--- config.mk ---
export PLATFORM = sky130hd
export DESIGN_NAME = branch_predict_ctrl
export DESIGN_NICKNAME = d
export VERILOG_FILES = /design/src/rtl/bpu_pkg.sv /design/src/rtl/bpu_inflight_fifo.sv /design/src/rtl/branch_predict_ctrl.sv
export SDC_FILE = /design/constraint.sdc
export NUM_CORES = 1
export LEC_CHECK = 0
export ABC_AREA = 1
export CAP_MARGIN = 15
export CORE_AREA = 2 2 158 160
export DETAILED_ROUTE_END_ITERATION = 6
export DIE_AREA = 0 0 160 162
export GPL_ROUTABILITY_DRIVEN = 0
export HOLD_SLACK_MARGIN = 0.15
export PLACE_DENSITY = 0.77
export SLEW_MARGIN = 40
export SYNTH_ARGS = -nofsm -noshare
export SYNTH_HDL_FRONTEND = slang
export SYNTH_HIERARCHICAL = 1
export SYNTH_SLANG_ARGS = --single-unit
--- constraint.sdc ---
create_clock -name clk -period 4.3 [get_ports clk]
set_clock_uncertainty 0.15 [all_clocks]
set_input_delay 0.43 -clock clk [delete_from_list [all_inputs] [get_ports clk]]
set_output_delay 0.43 -clock clk [all_outputs]
set_load 0.01 [all_outputs]
--- src/rtl/bpu_pkg.sv ---
// Shared types and constants for the branch-prediction controller:
// opcode match value, BHT counter encoding, FSM states and in-flight queue entry.
package bpu_pkg;

    localparam logic [6:0] OPCODE_BRANCH = 7'b1100011;

    // Width of the BHT index carried in each in-flight entry.
    localparam int BHT_IDX_BITS = 6;

    typedef enum logic [1:0] {
        SNT = 2'b00,
        WNT = 2'b01,
        WT  = 2'b10,
        ST  = 2'b11
    } bht_cnt_t;

    typedef enum logic [1:0] {
        INIT    = 2'd0,
        RUN     = 2'd1,
        RECOVER = 2'd2
    } bpu_state_t;

    typedef struct packed {
        logic                    pred;
        logic [BHT_IDX_BITS-1:0] idx;
    } inflight_t;

    function automatic bht_cnt_t bhtNext(input bht_cnt_t cur, input logic taken);
        bht_cnt_t nxt;
        nxt = cur;
        if (taken) begin
            if (cur != ST) nxt = bht_cnt_t'(cur + 2'd1);
        end else begin
            if (cur != SNT) nxt = bht_cnt_t'(cur - 2'd1);
        end
        return nxt;
    endfunction

endpackage

--- src/rtl/bpu_inflight_fifo.sv ---
// DEPTH-entry queue of outstanding predictions, oldest at the head.
// Clear has priority over push/pop; pops on an empty queue are ignored.
module bpu_inflight_fifo
    import bpu_pkg::*;
#(
    parameter int DEPTH = 4
) (
    input  logic                     clk,
    input  logic                     rst_n,
    input  logic                     i_push,
    input  logic                     i_pop,
    input  logic                     i_clear,
    input  inflight_t                i_wdata,
    output inflight_t                o_rdata,
    output logic [$clog2(DEPTH):0]   o_count,
    output logic                     o_full,
    output logic                     o_empty
);

    localparam int PW = $clog2(DEPTH);
    localparam int CW = PW + 1;
    localparam logic [CW-1:0] FULL_CNT = CW'(DEPTH);

    inflight_t         r_mem [DEPTH];
    logic [PW-1:0]     r_wrPtr;
    logic [PW-1:0]     r_rdPtr;
    logic [CW-1:0]     r_count;
    logic              w_doPush;
    logic              w_doPop;

    assign o_full   = (r_count == FULL_CNT);
    assign o_empty  = (r_count == '0);
    assign o_count  = r_count;
    assign o_rdata  = r_mem[r_rdPtr];
    assign w_doPush = i_push && !o_full;
    assign w_doPop  = i_pop && !o_empty;

    always_ff @(posedge clk or negedge rst_n) begin
        if (!rst_n) begin
            r_wrPtr <= '0;
            r_rdPtr <= '0;
            r_count <= '0;
        end else if (i_clear) begin
            r_wrPtr <= '0;
            r_rdPtr <= '0;
            r_count <= '0;
        end else begin
            if (w_doPush) r_wrPtr <= r_wrPtr + PW'(1);
            if (w_doPop)  r_rdPtr <= r_rdPtr + PW'(1);
            case ({w_doPush, w_doPop})
                2'b10:   r_count <= r_count + CW'(1);
                2'b01:   r_count <= r_count - CW'(1);
                default: r_count <= r_count;
            endcase
        end
    end

    // Storage needs no reset: only slots between the pointers are ever read.
    always_ff @(posedge clk) begin
        if (w_doPush && !i_clear) r_mem[r_wrPtr] <= i_wdata;
    end

endmodule

--- src/rtl/branch_predict_ctrl.sv ---
// Dynamic branch predictor: 2-bit BHT lookup in Fetch, resolution and redirect in Execute.
// Optional BPU_STATS_EN adds BranchCnt/MispredCnt statistics outputs.
module branch_predict_ctrl
    import bpu_pkg::*;
#(
    parameter int DATA_WIDTH = 32,
    parameter int IDX_BITS   = BHT_IDX_BITS,
    parameter int DEPTH      = 4
) (
    input  logic                  clk,
    input  logic                  rst_n,
    input  logic [DATA_WIDTH-1:0] InstrF,
    input  logic [DATA_WIDTH-1:0] PCF,
    input  logic                  StallF,
    input  logic                  FlushQ,
    input  logic                  BranchE,
    input  logic                  ZeroE,
    input  logic [DATA_WIDTH-1:0] PCE,
    input  logic [DATA_WIDTH-1:0] PCTargetE,
    output logic [DATA_WIDTH-1:0] PCBPU,
    output logic                  PCBPUSrc,
    output logic                  flushBranch,
    output logic                  StallBPU
`ifdef BPU_STATS_EN
    ,
    output logic [31:0]           BranchCnt,
    output logic [31:0]           MispredCnt
`endif
);

    localparam int BHT_SIZE = 1 << IDX_BITS;

    bpu_state_t              r_state;
    logic [IDX_BITS-1:0]     r_initIdx;
    bht_cnt_t                r_bht [BHT_SIZE];

    logic                    w_branchF;
    logic [IDX_BITS-1:0]     w_idxF;
    logic [IDX_BITS-1:0]     w_idxE;
    logic [DATA_WIDTH-1:0]   w_immB;
    logic                    w_bhtTaken;
    logic                    w_predTaken;
    logic                    w_resolve;
    logic                    w_mispredict;
    logic                    w_push;
    logic                    w_clear;
    logic                    w_bhtUpdate;
    inflight_t               w_pushEntry;
    inflight_t               w_qHead;
    inflight_t               w_head;
    logic [$clog2(DEPTH):0]  w_qCount;
    logic                    w_qFull;
    logic                    w_qEmpty;
    logic                    w_unused;

    assign w_branchF   = (InstrF[6:0] == OPCODE_BRANCH);
    assign w_idxF      = PCF[IDX_BITS+1:2];
    assign w_idxE      = PCE[IDX_BITS+1:2];
    assign w_immB      = {{(DATA_WIDTH-12){InstrF[31]}}, InstrF[7], InstrF[30:25], InstrF[11:8], 1'b0};
    assign w_bhtTaken  = r_bht[w_idxF][1];
    assign w_predTaken = w_branchF && !w_qFull && (r_state != INIT) && w_bhtTaken;

    // RECOVER's E stage holds a flushed bubble, so a BranchE there is not real.
    assign w_resolve    = BranchE && (r_state != RECOVER);
    assign w_mispredict = w_resolve && (w_head.pred != ZeroE);
    assign w_push       = w_branchF && !StallF && !w_qFull && !w_mispredict && !FlushQ;
    assign w_clear      = w_mispredict || FlushQ;
    assign w_bhtUpdate  = w_resolve && (r_state == RUN);

    assign w_pushEntry.pred = w_predTaken;
    assign w_pushEntry.idx  = w_idxF;

    // A resolve with nothing queued falls back to a not-taken guess at the E-stage index.
    always_comb begin
        w_head = w_qHead;
        if (w_qEmpty) begin
            w_head.pred = 1'b0;
            w_head.idx  = w_idxE;
        end
    end

    bpu_inflight_fifo #(
        .DEPTH (DEPTH)
    ) u_fifo (
        .clk     (clk),
        .rst_n   (rst_n),
        .i_push  (w_push),
        .i_pop   (w_resolve),
        .i_clear (w_clear),
        .i_wdata (w_pushEntry),
        .o_rdata (w_qHead),
        .o_count (w_qCount),
        .o_full  (w_qFull),
        .o_empty (w_qEmpty)
    );

    always_comb begin
        PCBPU    = '0;
        PCBPUSrc = 1'b0;
        if (w_mispredict) begin
            PCBPUSrc = 1'b1;
            PCBPU    = ZeroE ? PCTargetE : (PCE + DATA_WIDTH'(4));
        end else if (w_predTaken) begin
            PCBPUSrc = 1'b1;
            PCBPU    = PCF + w_immB;
        end
    end

    assign flushBranch = w_mispredict;
    assign StallBPU    = w_branchF && w_qFull;

    // The table has no reset of its own; INIT rewrites every entry after each reset.
    always_ff @(posedge clk) begin
        if (r_state == INIT) begin
            r_bht[r_initIdx] <= WNT;
        end else if (w_bhtUpdate) begin
            r_bht[w_head.idx] <= bhtNext(r_bht[w_head.idx], ZeroE);
        end
    end

    always_ff @(posedge clk or negedge rst_n) begin
        if (!rst_n) begin
            r_state   <= INIT;
            r_initIdx <= '0;
        end else begin
            case (r_state)
                INIT: begin
                    r_initIdx <= r_initIdx + IDX_BITS'(1);
                    if (r_initIdx == '1) r_state <= RUN;
                end
                RUN:     if (w_mispredict) r_state <= RECOVER;
                RECOVER: r_state <= RUN;
                default: r_state <= INIT;
            endcase
        end
    end

`ifdef BPU_STATS_EN
    logic [31:0] r_branchCnt;
    logic [31:0] r_mispredCnt;

    always_ff @(posedge clk or negedge rst_n) begin
        if (!rst_n) begin
            r_branchCnt  <= '0;
            r_mispredCnt <= '0;
        end else if (r_state == RUN) begin
            if (w_resolve)    r_branchCnt  <= r_branchCnt + 32'd1;
            if (w_mispredict) r_mispredCnt <= r_mispredCnt + 32'd1;
        end
    end

    assign BranchCnt  = r_branchCnt;
    assign MispredCnt = r_mispredCnt;
`endif

    assign w_unused = ^{InstrF[24:12], w_qCount};

endmodule
==> impl_results.md <==
* Status: finished clean
* Unique masters post-synth at 44
* Full die area at about 26,000 µm²
* Clock buffer count from CTS at 17
* Die height at 162 µm
* Row cnt at 57
* Placeable Area at ~24,000 µm²
* Post-route setup TNS at 0 ns
* Wirelength, routed at approximately 39 mm
* GRT met1 Usage at 0.362
* Drt pass-1 iters at 5
* Clk sinks at between 150 and 200
* Initial Util at 0.502
* Relative slew slack at 0.485
* Max Cap Viol at 0
* Worst Setup Path Type: in2out
* Filler Cells Inserted at approximately 2,100
* CTS tree: yes
* Clock group share of total power at 0.314
* Die width at 160 µm
* Commonest cells in the netlist: 404 x nand2_1, 209 x inv_1, 195 x nor2_1, 189 x nand3_1, 156 x edfxtp_1
* Net Switching at 1.67 mW
* Sw frac at 0.330
* DRC at 0
* Layout Area Growth over Synthesis at 21.9%
* Req. time, crit path at roughly 3.7 ns
* Final nets at 1,957
* Max Freq at 252 MHz
* Min-delay worst type: in2async
* Post-route antenna net violation count at 0
* Largest net degree at the start of global routing at 66
* Clock Path Buffers at 2
* Slew at the pin with the worst max-slew slack at 0.770 ns
* Initial antenna violation count at 0
* Met3 Use GR at 0.0449
* Clk slew on worst S/H paths at approximately 0.060 ns
* Post-synthesis sequential area ratio at 0.418
* Sequential share of power at 0.399
* Crit share post-route at 0.925
* CP Launch Type: primary input
* Reg2reg start: u_fifo/r_rdPtr[1]
* Max-slew violations at 0
* I/O Pins at around 170
* Clock insertion delay at the later pin of the skew report at around 0.44 ns
* Post-synth top flop: edfxtp_1
* Synth warnings at 6
* Post-DP HPWL at between 20 and 30 mm
* Post_cts resized at 0
* Top-count cell post-synth: nand2_1
* DRT iter0 DRCs at 1,342
* Post-synth ARST share at 0.0877
* Post-synth top area share at 0.387
* Vias at between 10,000 and 15,000
* Top Usage Layer GRT: met2
* Non-Filler Instances at roughly 2,100
* RSZ-0062 raised after global routing: false
* Layout cells sized above 1 at 0.0612
* Hold-fix buffers, CTS at 0
* Syn Inst Count at approximately 1,600
* Postcts setup bufs at 0
* PortBufs at between 150 and 200
* DP Area at 14,100 µm²
* Worst VDD drop at ~270 µV
* M2 GR Usage at 0.528
* Reg-to-Reg End: r_bht[44][1]
* Leakage power at approximately 6.5 nW
* Dpl cells at between 2,000 and 2,500
* Global-route wire length before repair at 61.2 mm
* Root Buffer: clkbuf_16
* R2R depth at 16
* Synthesized flop and latch total at approximately 170
* All-layer global routing usage at 0.302
* Min Clock Period, post-route at just under 4 ns
* Critical Path AT at 3.40 ns
* Vias in the first global route at roughly 12,000
* Crit. End Element: primary output
* Cell area after synthesis at approximately 12,000 µm²
* H-tree depth at 4
* Post-synth top area cell: edfxtp_1
* Overflow after GRT at 0
* Syn Nets at between 1,500 and 2,000
* Finish-stage setup viols at 0
* PD cells at 343 nW/µm²
* ANT cells at 0
* Gate power share at 0.288
* Critical Path Fanout Max at 5
* EDFF count, synth at roughly 160
* Int Pwr at between 3 and 4 mW
* DR WL/cell at around 19 µm
* Post-DR vias/cell at about 5.7
* Syn Area/Cell at roughly 7.4 µm²
* Endpoints failing hold at 0
* Dominant cells by area after synthesis: edfxtp_1 39%, nand2_1 13%, nand3_1 7.8%, inv_1 6.5%, nor2_1 6.0%
* Reg2Reg Setup Slack at between 0.5 and 0.6 ns
* Post-route cell area at 14,800 µm²
## worst max path at each step
stage | startpoint | slack [ns] | to
floorplan | u_fifo/r_rdPtr[0] | 0.23 | r_bht[0][1]
CTS | PCE[2] | 0.32 | PCBPU[28]
finish | PCE[2] | 0.32 | PCBPU[28]
detailed placement | PCE[2] | 0.33 | PCBPU[28]
global route | InstrF[31] | 0.11 | PCBPU[31]
global placement | PCE[2] | 0.37 | PCBPU[28]
## worst max-delay path: stages
cell             delay (ns)
clkdlybuf4s50_1        0.67
ha_1                   0.25
nand2_2                0.08
nor3_2                 0.21
nand2_1                0.13
nor2_2                 0.16
nand2_2                0.09
nor2_2                 0.12
nand2_1                0.11
o21ai_1                0.12
inv_1                  0.05
o21ai_1                0.27
nand2_1                0.08
nand2_1                0.09
clkdlybuf4s50_1        0.54
## layout make-up
| cell class | count | area [µm²] | share of cell area |
|---|---|---|---|
| clock inverter | 12 | 173 | 0.0117 |
| clock buffer | 20 | 437 | 0.0296 |
| inverter | 223 | 837 | 0.0567 |
| tap | 324 | 405 | 0.0275 |
| multi-input combinational | 1179 | 5900 | 0.400 |
| sequential | 171 | 5060 | 0.343 |
| timing repair buffer | 193 | 1940 | 0.131 |
## placed cells by master (no fill, tap or decap), drive strengths merged, types with 2 or more instances in the layout
cell type | netlist | layout
a21boi | 2 | 2
a21oi | 71 | 71
buf | 39 | 39
bufinv | 0 | 4
clkbuf | 14 | 20
clkdlybuf4s50 | 0 | 154
clkinv | 3 | 7
clkinvlp | 0 | 4
dfrtp | 15 | 15
edfxtp | 156 | 156
fa | 2 | 2
ha | 36 | 36
inv | 220 | 220
nand2 | 411 | 411
nand3 | 189 | 189
nand3b | 4 | 4
nand4 | 53 | 53
nor2 | 200 | 200
nor3 | 20 | 20
nor4 | 5 | 5
o211ai | 15 | 15
o21ai | 104 | 104
o21bai | 4 | 4
o22ai | 8 | 8
or2 | 4 | 4
xnor2 | 9 | 9
xor2 | 36 | 36
## through the flow
stage	total power, mW	worst slack [ns]	hold WS [ns]	util
4_1_cts	5.04	0.322	0.288	0.612
5_1_grt	5.26	0.105	0.346	0.612
2_1_floorplan	2.88	0.228	-0.0156	-
3_3_place_gp	3.42	0.372	0.326	0.586
3_5_place_dp	3.47	0.331	0.339	0.587
6_report	5.06	0.324	0.302	0.612
## cells by family after synthesis
logic type	after synthesis	share of synthesized area
fa+ha+maj	38	0.0405
buf+inv	276	0.0963
simple gates	888	0.317
xor+xnor	45	0.0326
flops	171	0.418
compound gates	208	0.0958
## flip-flops by register name, summed over array words and instances, names as in the netlist
name and flops:
r_initIdx 6, r_state 2, u_fifo/r_wrPtr 2, u_fifo/r_mem 28, u_fifo/o_count 3, r_bht 128
u_fifo/r_rdPtr 2
## power groups by stage
stage / combinational, mW / clock [mW] / sequential (mW)
after CTS: 1.43 / 1.59 / 2.01
after floorplan: 0.848 / 0 / 2.03
after global placement: 1.37 / 0 / 2.04
after detailed placement: 1.42 / 0 / 2.05
final: 1.46 / 1.59 / 2.02
after global routing: 1.58 / 1.66 / 2.02
## routing by layer
layer | routed length [µm] | part of all wire
met4 | 2150 | 0.055
met3 | 3750 | 0.095
met5 | 0 | 0
met2 | 18700 | 0.48
met1 | 14700 | 0.37
No activity file was read; power rests on OpenSTA's default activity.
